`src/rtl/sne_evt_filter_pkg.sv`:
```
// Shared types and constants for the event range filter.
package sne_evt_filter_pkg;
  localparam int BUF_DEPTH = 2;
  localparam int CNT_W_DEF = 16;
  typedef logic [CNT_W_DEF-1:0] cnt_t;

  function automatic logic in_range(
    input logic        en,
    input logic [31:0] f,
    input logic [31:0] lo,
    input logic [31:0] hi
  );
    return !en || (lo <= f && f <= hi);
  endfunction
endpackage

```
`src/rtl/sne_evt_stream_pkg.sv`:
```
// Event word type shared by every stage on the SNE event stream.
package sne_evt_stream_pkg;
  localparam int EVT_W = 32;
  typedef logic [EVT_W-1:0] evt_t;
endpackage

```
`src/rtl/sne_event_stream_if.sv`:
```
// Valid/ready event stream; src drives events, dst consumes them.
interface SNE_EVENT_STREAM;
  import sne_evt_stream_pkg::*;
  logic valid;
  logic ready;
  evt_t evt;
  modport src(output valid, output evt, input ready);
  modport dst(input valid, input evt, output ready);
endinterface

```
`src/rtl/evt_filter_buf.sv`:
```
// Two-entry registered FIFO slice; ready depends only on occupancy.
module evt_filter_buf
  import sne_evt_filter_pkg::*;
#(
  parameter int W = 32
) (
  input  logic         clk_i,
  input  logic         rst_ni,
  input  logic         push_valid,
  input  logic [W-1:0] push_data,
  output logic         push_ready,
  output logic         pop_valid,
  output logic [W-1:0] pop_data,
  input  logic         pop_ready,
  output logic [1:0]   occ
);
  logic [W-1:0] head;
  logic [W-1:0] tail;
  logic push;
  logic pop;

  assign push_ready = (occ != 2'(BUF_DEPTH));
  assign pop_valid  = (occ != 2'd0);
  assign pop_data   = head;
  assign push       = push_valid && push_ready;
  assign pop        = pop_valid && pop_ready;

  // head only moves on pop or on a push into an empty slice
  always_ff @(posedge clk_i or negedge rst_ni) begin
    if (!rst_ni) begin
      occ  <= 2'd0;
      head <= '0;
      tail <= '0;
    end else begin
      unique case (1'b1)
        push && !pop: begin
          if (occ == 2'd0) head <= push_data;
          else tail <= push_data;
          occ <= occ + 2'd1;
        end
        pop && !push: begin
          head <= tail;
          occ  <= occ - 2'd1;
        end
        push && pop: head <= push_data;
        default: ;
      endcase
    end
  end
endmodule

```
`src/rtl/evt_filter.sv`:
```
// Forwards events whose destination field lies in [lo_i, hi_i];
// drops the rest and keeps saturating pass/drop counters.
module evt_filter
  import sne_evt_filter_pkg::*;
  import sne_evt_stream_pkg::*;
#(
  parameter int FIELD_LSB = 0,
  parameter int FIELD_W   = 8,
  parameter int CNT_W     = 16
) (
  input  logic               clk_i,
  input  logic               rst_ni,
  SNE_EVENT_STREAM.dst       evt_stream_dst,
  SNE_EVENT_STREAM.src       evt_stream_src,
  input  logic               en_i,
  input  logic [FIELD_W-1:0] lo_i,
  input  logic [FIELD_W-1:0] hi_i,
  input  logic               clr_i,
  output logic [CNT_W-1:0]   pass_cnt_o,
  output logic [CNT_W-1:0]   drop_cnt_o
);
  logic [FIELD_W-1:0] field;
  logic match;
  logic accept;
  logic [1:0] buf_occ;
  logic unused_rdy;

  assign field  = evt_stream_dst.evt[FIELD_LSB +: FIELD_W];
  assign match  = in_range(en_i, 32'(field), 32'(lo_i), 32'(hi_i));
  assign evt_stream_dst.ready = (buf_occ != 2'(BUF_DEPTH));
  assign accept = evt_stream_dst.valid && evt_stream_dst.ready;

  evt_filter_buf #(
    .W(EVT_W)
  ) u_buf (
    .clk_i     (clk_i),
    .rst_ni    (rst_ni),
    .push_valid(evt_stream_dst.valid && match),
    .push_data (evt_stream_dst.evt),
    .push_ready(unused_rdy),
    .pop_valid (evt_stream_src.valid),
    .pop_data  (evt_stream_src.evt),
    .pop_ready (evt_stream_src.ready),
    .occ       (buf_occ)
  );

  always_ff @(posedge clk_i or negedge rst_ni) begin
    if (!rst_ni) begin
      pass_cnt_o <= '0;
      drop_cnt_o <= '0;
    end else if (clr_i) begin
      pass_cnt_o <= '0;
      drop_cnt_o <= '0;
    end else begin
      if (accept && match && pass_cnt_o != '1)
        pass_cnt_o <= pass_cnt_o + CNT_W'(1);
      if (accept && !match && drop_cnt_o != '1)
        drop_cnt_o <= drop_cnt_o + CNT_W'(1);
    end
  end
endmodule

```
`src/flat_wrapper.sv`:
```
// flat-port wrapper written by rule: the top's interface ports become plain ports
module evt_filter_flat import sne_evt_filter_pkg::*; import sne_evt_stream_pkg::*;
#(
  parameter int FIELD_LSB = 0,
  parameter int FIELD_W   = 8,
  parameter int CNT_W     = 16
)
  (clk_i, rst_ni, en_i, lo_i, hi_i, clr_i, pass_cnt_o, drop_cnt_o, evt_stream_dst_valid, evt_stream_dst_evt, evt_stream_dst_ready, evt_stream_src_valid, evt_stream_src_evt, evt_stream_src_ready);
  SNE_EVENT_STREAM evt_stream_dst_i ();
  SNE_EVENT_STREAM evt_stream_src_i ();
  input  logic clk_i;
  input  logic rst_ni;
  input  logic en_i;
  input  logic [FIELD_W-1:0] lo_i;
  input  logic [FIELD_W-1:0] hi_i;
  input  logic clr_i;
  output logic [CNT_W-1:0] pass_cnt_o;
  output logic [CNT_W-1:0] drop_cnt_o;
  input wire logic [$bits(evt_stream_dst_i.valid)-1:0] evt_stream_dst_valid;
  input wire logic [$bits(evt_stream_dst_i.evt)-1:0] evt_stream_dst_evt;
  output wire logic [$bits(evt_stream_dst_i.ready)-1:0] evt_stream_dst_ready;
  output wire logic [$bits(evt_stream_src_i.valid)-1:0] evt_stream_src_valid;
  output wire logic [$bits(evt_stream_src_i.evt)-1:0] evt_stream_src_evt;
  input wire logic [$bits(evt_stream_src_i.ready)-1:0] evt_stream_src_ready;
  assign evt_stream_dst_i.valid = evt_stream_dst_valid;
  assign evt_stream_dst_i.evt = evt_stream_dst_evt;
  assign evt_stream_dst_ready = evt_stream_dst_i.ready;
  assign evt_stream_src_valid = evt_stream_src_i.valid;
  assign evt_stream_src_evt = evt_stream_src_i.evt;
  assign evt_stream_src_i.ready = evt_stream_src_ready;
  evt_filter #(.FIELD_LSB(FIELD_LSB), .FIELD_W(FIELD_W), .CNT_W(CNT_W)) u_core (.clk_i(clk_i), .rst_ni(rst_ni), .evt_stream_dst(evt_stream_dst_i), .evt_stream_src(evt_stream_src_i), .en_i(en_i), .lo_i(lo_i), .hi_i(hi_i), .clr_i(clr_i), .pass_cnt_o(pass_cnt_o), .drop_cnt_o(drop_cnt_o));
endmodule
```
`config.mk`:
```
export PLATFORM = sky130hd
export DESIGN_NAME = evt_filter_flat
export DESIGN_NICKNAME = d
export VERILOG_FILES = /design/src/rtl/sne_evt_filter_pkg.sv /design/src/rtl/sne_evt_stream_pkg.sv /design/src/rtl/sne_event_stream_if.sv /design/src/rtl/evt_filter_buf.sv /design/src/rtl/evt_filter.sv /design/src/flat_wrapper.sv
export SDC_FILE = /design/constraint.sdc
export NUM_CORES = 1
export LEC_CHECK = 0
export CAP_MARGIN = 40
export CORE_MARGIN = 2
export CORE_UTILIZATION = 31
export CTS_CLUSTER_DIAMETER = 60
export DETAILED_ROUTE_END_ITERATION = 7
export PLACE_DENSITY = 0.55
export REMOVE_ABC_BUFFERS = 1
export SETUP_SLACK_MARGIN = 0.5
export SYNTH_ARGS = -nofsm -noshare
export SYNTH_HDL_FRONTEND = slang
export SYNTH_SLANG_ARGS = --single-unit
```
`constraint.sdc`:
```
create_clock -name clk_i -period 2.5 [get_ports clk_i]
set_input_delay 0.375 -clock clk_i [delete_from_list [all_inputs] [get_ports clk_i]]
set_output_delay 0.375 -clock clk_i [all_outputs]
set_load 0.01 [all_outputs]
```
==> flow_metrics.tcl, run 1 <==
set metrics [dict create \
    status "complete, but fails checks" \
    failed_checks "negative setup slack" \
    maxCapViolCount 0 \
    critPathLaunchType "input port" \
    cp_num_buf_inv 3 \
    cp-end-kind "flip-flop" \
    core_sq_mm 0.0164 \
    drive_gt1_frac 0.404 \
    synth-xor-area-share 0.00511 \
    rsz0062_at_grt "true" \
    ys_async_sr_fraction 1.00 \
    crit_path_max_incr_delay_ps 420 \
    rows 47 \
    worstSetupPathType "input port to flip-flop" \
    initial_core_util 0.313 \
    fin_crit_sh 1.04 \
    min-delay-start "evt_stream_dst_evt[1]" \
    cts.sinks 98 \
    overflow 0 \
    dp.cells 814 \
    die_x_um 133 \
    yosys.area.top_type "dfrtp_1" \
    clock_latency_ps 350 \
    skew_ps 6.91 \
    dieHeight_um 133 \
    drv_slew 0 \
    synthesis.area_sq_mm 0.00514 \
    num_vias 4269 \
    synth_compound_gate_area_share 0.0891 \
    grt_pass1_vias 4443 \
    slowest_stage "or3_4" \
    peakVddDrop_mv 0.573 \
    synth_simple_gate_area_share 0.142 \
    worstPathRequired_ps 2730 \
    path_cells "buf_6 -> ha_4 -> nand4_1 -> or3_4 -> a32o_2 -> nor3_4 -> nand2_2 -> ha_4 -> buf_12 -> buf_16 -> mux2_4 -> mux2_4" \
    clockRootBuffer "clkbuf_16" \
    ys_types 43 \
    multi_input_area_sq_mm 0.00309 \
    synthFlopType "dfrtp_1" \
    synth.mux.area_fraction 0.201 \
    wirelength_um 14600 \
    stdcell_count 863 \
    slew_headroom 0.656 \
    yosys_warnings 0 \
    cp.arrival_ps 2850 \
    drc_errors 0 \
    grt_antenna_before_repair 2 \
    synthCells 468 \
    grtUsageTotal 0.165 \
    crit_family "simple AND/OR/NAND/NOR gates" \
    seqCellArea_sq_mm 0.00245 \
    drtIter0Drc 147 \
    fill_cells 1433 \
    p_per_area_mw_per_mm2 879 \
    synth_top_family_by_area "multiplexers" \
    finalSetupViolations 46 \
    holdCritPathClass "input port to flip-flop" \
    nets 710 \
    fin_crit_ps 2610 \
    grt_max_degree 66 \
    synth_top_area_frac 0.477 \
    area_delta_synth_final_pct 59.4 \
    numCtsBuffers 9 \
    numPortBuffers 119 \
    synth_edf_count 0 \
    synth-seq-area-share 0.477 \
    critical_path.max_fanout 5 \
    r2r-start "u_core.u_buf.occ[0]" \
    finalWeightedCongestion 0.800 \
    tightest_slew_ps 515 \
    fmax_mhz 383 \
    clk_pin_slew_ps 70 \
    timing.hold.ws_ps 403 \
    crit_path_start "evt_stream_dst_evt[3]" \
    vias_per_cell 4.95 \
    finish.utilization 0.500 \
    wl_per_cell_um 16.9 \
    p_leak_uw 0.00343 \
    worst_slack_ps -112 \
    hpwl_um 9370 \
    drt-pass1-iter-count 4 \
    dieArea_sq_mm 0.0176 \
    synth_area_leaders "dfrtp_1 48%, mux2_2 19%, ha_1 4.9%, nand2_1 2.9%, o21ai_0 2.2%" \
    hold_viol_final 0 \
    ctsLongestPathBuffers 2 \
    grt_pass1_wl_um 23100 \
    yosys.area_share.adder 0.0487 \
    avgSynthCellArea_sq_um 11.0 \
    cts_tree "done" \
    ys_seq_elements 98 \
    h-tree-depth 3 \
    drtAntennaViolNets 0 \
    ios 120 \
]
layout by cell type, fill, tap and decap left out, types with 10 or more instances in the layout:
| master | instances |
|---|---|
| dfrtp_1 | 97 |
| clkdlybuf4s50_1 | 93 |
| mux2_2 | 60 |
| mux2_4 | 31 |
| buf_4 | 28 |
| nand2_1 | 24 |
| buf_6 | 21 |
| a21oi_1 | 18 |
| nor2_1 | 16 |
| nand4_1 | 14 |
| ha_4 | 14 |
| inv_1 | 13 |
| nor2b_1 | 13 |
| nand2_2 | 11 |
| nand3_1 | 11 |
| o21ai_1 | 11 |
| or4_1 | 11 |
| buf_12 | 11 |
| dlygate4sd2_1 | 10 |
Yosys cell counts (7+ instances only):
cell and instances:
inv_1 21, or4_1 11, mux2_2 89, nand3_1 11, nor2_1 17, nand4_1 14
nand2_1 40, ha_1 20, nor2b_1 13, o21ai_0 23, clkbuf_1 13, nor3_1 7
a21oi_1 22, or3_1 7, o31ai_1 10, dfrtp_1 98
power by group:
group / switching (uW) / total, uW / internal, uW
sequential: 341 / 2480 / 2140
combinational: 1260 / 3290 / 2030
clock: 630 / 1430 / 804
cell families after synthesis:
family,Yosys count
xor+xnor,3
mux,92
buf+inv,45
compound gates,72
flops,98
simple gates,138
fa+ha+maj,20
what timing repair did:
item | in CTS | in global routing
hold buffers | 1 | 0
hold endpoints to repair | 22 | 0
endpoints found under the setup margin | 98 | 98
gates resized for setup | 169 | 69
gates cloned | 6 | 0
pin swaps | 40 | 16
buffers inserted | 16 | 8
sequential cells by signal (all words and copies together) (netlist names):
register	cells
u_core.u_buf.tail	32
u_core.drop_cnt_o	16
u_core.pass_cnt_o	16
u_core.u_buf.occ	2
u_core.u_buf.pop_data	32
final cells by class:
| cell class | count | share of cell area |
|---|---|---|
| Sequential cell | 98 | 0.299 |
| Tap cell | 220 | 0.0336 |
| Clock inverter | 6 | 0.00778 |
| Multi-Input combinational cell | 325 | 0.377 |
| Inverter | 21 | 0.0105 |
| Timing Repair Buffer | 181 | 0.242 |
| Clock buffer | 10 | 0.0291 |
| Antenna cell | 2 | 0.000610 |
worst register-to-register path, delay by kind of cell, from the launching register on:
family        cells  cell delay [ps]
simple gates      2              560
mux               2              560
flops             1              440
buf+inv           3              390
fa+ha+maj         1              220
stage by stage:
stage	power [uW]	area [sq um]	TNS (ps)	setup slack, ps
4_1_cts	6970	7870	-2300	-93.1
3_5_place_dp	4960	6830	-71700	-876
5_1_grt	7600	8200	-6420	-183
2_1_floorplan	3700	5030	-90980	-1360
3_3_place_gp	4900	6830	-67490	-847
6_report	7210	8200	-2820	-112
routing by layer:
metal,routed length (um),track usage
met1,6030,0.194
met2,7230,0.280
met3,1090,0.0613
met4,227,0.0508
met5,0,0
final timing paths:
kind	slack (ps)	depth (start not counted)	endpoint
setup / recovery	-110	12	u_core.u_buf.pop_data[17]
hold reg to reg	500	1	u_core.u_buf.tail[9]
hold / removal	400	4	u_core.u_buf.tail[1]
max in group asynchronous	1240	3	u_core.u_buf.pop_data[0]
min in group asynchronous	520	2	u_core.pass_cnt_o[9]
setup reg to reg	230	8	u_core.u_buf.pop_data[17]
Note: power is estimated with default switching activity, not from simulation.
==> run 2, diff against run 1 <==
Settings changed: ABC_AREA set to 1, PLACE_DENSITY 0.55 to 0.54.
==> flow_metrics.tcl, run 2 <==
set metrics [dict create \
    status "finished, final reports clean" \
    holdCritPathClass "input port to flip-flop" \
    p_sw_uw 2270 \
    grt_max_degree 45 \
    ios 120 \
    path_cells "buf_2 -> inv_2 -> ha_4 -> nand2_2 -> nor2_4 -> nand4_1 -> nand2_1 -> nand2_2 -> nand2_2 -> nand2_2 -> inv_2 -> ha_4 -> nand2_8 -> buf_12 -> clkbuf_16 -> o21ai_0" \
    finish.utilization 0.462 \
    synth-seq-area-share 0.453 \
    worstPathRequired_ps 2770 \
    rows 48 \
    drtAntennaViolNets 0 \
    diodes 0 \
    crit_path_max_incr_delay_ps 250 \
    area_delta_synth_final_pct 46.6 \
    cp.arrival_ps 2150 \
    tightest_slew_ps 435 \
    critical_path.max_fanout 8 \
    num_vias 4972 \
    p_int_uw 4370 \
    cp-end-kind "flip-flop" \
    final_cell_mix "232 x nand2_1, 98 x dfrtp_1, 93 x clkdlybuf4s50_1" \
    drt-pass1-iter-count 5 \
    p_sw_frac 0.342 \
    slew_headroom 0.710 \
    maxCapViolCount 0 \
    rsz0062_at_grt "true" \
    postPlaceCellArea_sq_mm 0.00705 \
    r2r-start "u_core.u_buf.occ[1]" \
    pwr-share-seq 0.366 \
    ys_seq_elements 98 \
    drtIter0Drc 290 \
    clock_latency_ps 350 \
    fmax_mhz 534 \
    peakVddDrop_mv 0.422 \
    synthFlopType "dfrtp_1" \
    finalSetupViolations 0 \
    dieArea_sq_mm 0.0185 \
    final_common_cell "nand2_1" \
    cts.sinks 98 \
    drv_slew 0 \
    rr_endpoint "u_core.u_buf.pop_data[9]" \
    skew_ps 8.65 \
    avgSynthCellArea_sq_um 7.48 \
    grt_pass1_vias 4677 \
    finalWeightedCongestion 0.777 \
    ys_types 29 \
    fill_cells 1752 \
    die_x_um 136 \
    path_common_cell "nand2_2" \
    yosys_warnings 0 \
    slowest_stage "ha_4" \
    dieHeight_um 136 \
    yosysMostFrequentCell "nand2_1" \
    p_leak_uw 0.00381 \
    p_per_area_mw_per_mm2 836 \
    r2r_cells 9 \
    place_ws_ps -274 \
    numPortBuffers 119 \
    synth_edf_count 0 \
    vias_per_cell 4.51 \
    hold_viol_final 0 \
    grt_antenna_before_repair 0 \
    p_clk_frac 0.217 \
    h-tree-depth 3 \
    synthCells 724 \
    synth_top_area_frac 0.453 \
    numCtsBuffers 9 \
    drive_gt1_frac 0.197 \
    final_area_sq_mm 0.00794 \
    hpwl_um 9580 \
    synthesis.area_sq_mm 0.00541 \
    grt_pass1_wl_um 23700 \
    worst_slack_ps 627 \
    clk_pin_slew_ps 70 \
    wirelength_um 14600 \
    overflow 0 \
    ys_async_sr_fraction 1.00 \
    nets 948 \
    fin_crit_sh 0.749 \
    worstSetupPathType "input port to flip-flop" \
    wl_per_cell_um 13.2 \
    drc_errors 0 \
    critPathLaunchType "input port" \
    ff2ff_setup_slack_ps 630 \
    grtUsageTotal 0.162 \
    clockRootBuffer "clkbuf_16" \
    yosys.area.top_type "dfrtp_1" \
    core_sq_mm 0.0172 \
    initial_core_util 0.315 \
    cts_tree "done" \
    hold_depth 4 \
    hold_path_end "u_core.u_buf.tail[7]" \
    synth_area_leaders "dfrtp_1 45%, nand2_1 17%, nand3_1 6.7%, o21ai_0 6.0%, inv_1 4.7%" \
    min-delay-start "evt_stream_dst_evt[7]" \
    fin_crit_ps 1870 \
    comb_power_share 0.417 \
    synth_common_cells "251 x nand2_1, 98 x dfrtp_1, 73 x nand3_1, 68 x inv_1, 65 x o21ai_0" \
    ctsLongestPathBuffers 2 \
]
[run 2: per-stage QoR]
step           power (uW)  TNS [ps]  cells  hold slack, ps
2_1_floorplan        3510    -15520    691            79.4
3_3_place_gp         4710    -14840   1069             350
5_1_grt              7140         0   1103             435
4_1_cts              6550         0   1099             444
6_report             6640         0   1103             412
3_5_place_dp         4740    -17060   1069             350
[run 2: worst max path at each step]
stage,from,to,slack [ps],cells after the start
after floorplan,evt_stream_dst_evt[7],u_core.u_buf.occ[1],-390,13
after global placement,evt_stream_dst_evt[7],u_core.u_buf.pop_data[18],-230,15
after detailed placement,evt_stream_dst_evt[7],u_core.u_buf.occ[1],-270,16
after CTS,u_core.u_buf.occ[0],evt_stream_src_valid,410,3
after global routing,evt_stream_dst_evt[7],u_core.u_buf.tail[23],500,16
final,evt_stream_dst_evt[6],u_core.u_buf.tail[14],630,16
[run 2: layer usage]
metal | vias to the layer above | track usage | routed length, um
li1 | 2592 | - | -
met1 | 2286 | 0.226 | 7220
met2 | 82 | 0.251 | 6580
met3 | 12 | 0.0265 | 569
met4 | 0 | 0.0608 | 231
met5 | - | 0 | 0
[run 2: cell families (layout without fill, tap and decap cells)]
family,after synthesis,in the layout,share of synthesized area
buf+inv,103,257,0.0746
simple gates,404,404,0.315
compound gates,73,73,0.0696
xor+xnor,26,26,0.0421
flops,98,98,0.453
fa+ha+maj,20,20,0.0462
[run 2: power groups by stage]
| stage | sequential [uW] | clock, uW | combinational, uW |
|---|---|---|---|
| after floorplan | 2510 | 0 | 1010 |
| after CTS | 2410 | 1500 | 2640 |
| after global routing | 2490 | 1550 | 3090 |
| after global placement | 2440 | 0 | 2280 |
| final | 2430 | 1440 | 2770 |
| after detailed placement | 2430 | 0 | 2310 |
[run 2: cell type report]
class / instances / area [sq um] / share of cell area
multi-input cells: 523 / 2890 / 0.365
flip-flops and latches: 98 / 2450 / 0.309
repair buffers: 172 / 1740 / 0.219
well taps: 225 / 282 / 0.0355
inverters: 70 / 268 / 0.0337
clock buffers: 12 / 256 / 0.0323
clock inverters: 3 / 47.5 / 0.00599
[run 2: timing repair]
item                                    4_1_cts  5_1_grt
hold endpoints to repair                     30        0
pin swaps                                    25       31
hold buffers                                  1        0
gates cloned                                  5        2
gates resized for setup                     104      105
setup buffers                                 9        2
endpoints found under the setup margin       98       99
[run 2: worst max-delay path, delay by kind of cell]
kind | cells | cell delay (ps)
AOI/OAI and AO/OA | 1 | 140
buffers and inverters | 5 | 560
adders and majority gates | 2 | 400
and+or+nand+nor | 8 | 660
==> run 3, diff against run 2 <==
Clock period 2.5 ns to 1.8 ns, I/O delays scaled along.
==> flow_metrics.tcl, run 3 (synthesized netlist as in run 2, its figures left out) <==
set metrics [dict create \
    status "complete, but fails checks" \
    failed_checks "negative hold slack, negative setup slack" \
    skew_ps 9.24 \
    slew_headroom 0.610 \
    critPathLaunchType "input port" \
    drive_gt1_frac 0.461 \
    finalWeightedCongestion 0.789 \
    worstSetupPathType "input port to flip-flop" \
    drtAntennaViolNets 0 \
    finalSetupViolations 26 \
    rsz0062_at_grt "true" \
    r2r-start "u_core.u_buf.occ[1]" \
    cp.arrival_ps 2110 \
    dieArea_sq_mm 0.0185 \
    wirelength_um 17600 \
    rows 48 \
    fin_crit_ps 1860 \
    core_sq_mm 0.0172 \
    fin_crit_sh 1.04 \
    clock_latency_ps 350 \
    p_leak_uw 0.00479 \
    cp-end-kind "flip-flop" \
    die_x_um 136 \
    drc_errors 0 \
    final_cell_mix "167 x nand2_1, 89 x buf_4, 88 x dfrtp_1" \
    clockRootBuffer "clkbuf_16" \
    numPortBuffers 119 \
    worstPathRequired_ps 2040 \
    final_common_cell "nand2_1" \
    numCtsBuffers 9 \
    wl_met2_um 8700 \
    cts.sinks 98 \
    nets 1047 \
    drv_slew 0 \
    peakVddDrop_mv 0.593 \
    holdCritPathClass "input port to asynchronous set/reset pin" \
    h-tree-depth 3 \
    drtIter0Drc 291 \
    top_layer "met4" \
    finish.utilization 0.572 \
    worst_slack_ps -64.5 \
    grt_antenna_before_repair 0 \
    clk_pin_slew_ps 70 \
    tightest_slew_ps 586 \
    ios 120 \
    initial_core_util 0.315 \
    vias_per_cell 4.68 \
    diodes 0 \
    num_vias 5622 \
    hold_viol_final 40 \
    timing.hold.ws_ps -62.7 \
    drt-pass1-iter-count 4 \
    critical_path.max_fanout 4 \
    fill_cells 1584 \
    wirelength_met1_um 7740 \
    hpwl_um 9870 \
    fmax_mhz 536 \
    wl_per_cell_um 14.6 \
    ctsLongestPathBuffers 2 \
    grtUsageTotal 0.192 \
    grt_pass1_wl_um 28100 \
    cts_tree "done" \
    area_delta_synth_final_pct 81.6 \
    dieHeight_um 136 \
    grt_max_degree 99 \
    crit_path_start "hi_i[5]" \
    p_per_area_mw_per_mm2 1130 \
    grt_pass1_vias 5584 \
    overflow 0 \
    maxCapViolCount 0 \
    wl_met3_um 776 \
]
==> run 3: where the power goes <==
part | internal (uW) | switching (uW) | leakage, uW
clock | 1120 | 885 | 0.000142
sequential | 2920 | 657 | 0.00125
combinational | 2940 | 2540 | 0.00340
total | 6980 | 4090 | 0.00479
==> run 3: metrics by stage <==
step / setup slack (ps) / area, sq um / total power (uW) / TNS, ps / instances
after floorplan: -1060 / 5270 / 4880 / -59830 / 691
after global placement: -828 / 7160 / 6600 / -71970 / 1083
after detailed placement: -830 / 7160 / 6660 / -72210 / 1083
after CTS: -55.1 / 9240 / 10400 / -447 / 1188
after global routing: -171 / 9830 / 11700 / -5000 / 1202
final: -64.5 / 9830 / 11100 / -670 / 1202
==> run 3: path summary, 6_finish.rpt <==
path,endpoint,slack [ps],depth (start not counted)
min in group clk_i,u_core.u_buf.tail[7],270,4
worst min register to register,u_core.u_buf.pop_data[8],500,2
max in group asynchronous,u_core.pass_cnt_o[2],1350,2
worst max-delay path,u_core.u_buf.pop_data[12],-60,19
worst max register to register,u_core.u_buf.pop_data[12],10,11
worst min-delay path,u_core.pass_cnt_o[3],-60,2
==> run 3: area by class of cell <==
| class | count | area (sq um) | area share |
|---|---|---|---|
| Multi-Input combinational cell | 525 | 3630 | 0.369 |
| Timing Repair Buffer | 269 | 2870 | 0.292 |
| Clock inverter | 5 | 62.6 | 0.00636 |
| Sequential cell | 98 | 2460 | 0.251 |
| Clock buffer | 10 | 239 | 0.0243 |
| Inverter | 70 | 283 | 0.0288 |
| Tap cell | 225 | 282 | 0.0286 |
==> run 3: critical path, stage by stage <==
cell and delay, ps:
buf_2 100, inv_2 60, ha_4 210, a21oi_2 130, nor2_2 50, nor2_2 90
nand2_1 70, nand2_2 70, nand2_2 70, nand2_2 90, nand2_4 70, ha_4 180
buf_12 130, buf_8 130, buf_16 130, nand2_2 50, o21ai_1 50, nand2_1 70
nand2_1 50
==> run 3: per-layer routing <==
layer,vias to the layer above,global-route usage
li1,2812,-
met4,0,0.0666
met1,2655,0.252
met5,-,0
met3,25,0.0280
met2,130,0.324
==> run 3: what timing repair did <==
action,4_1_cts,5_1_grt
setup endpoints to repair,164,131
cloned,19,2
hold buffers,0,0
pin swaps,92,79
setup buffers,71,12
resized for setup,573,135
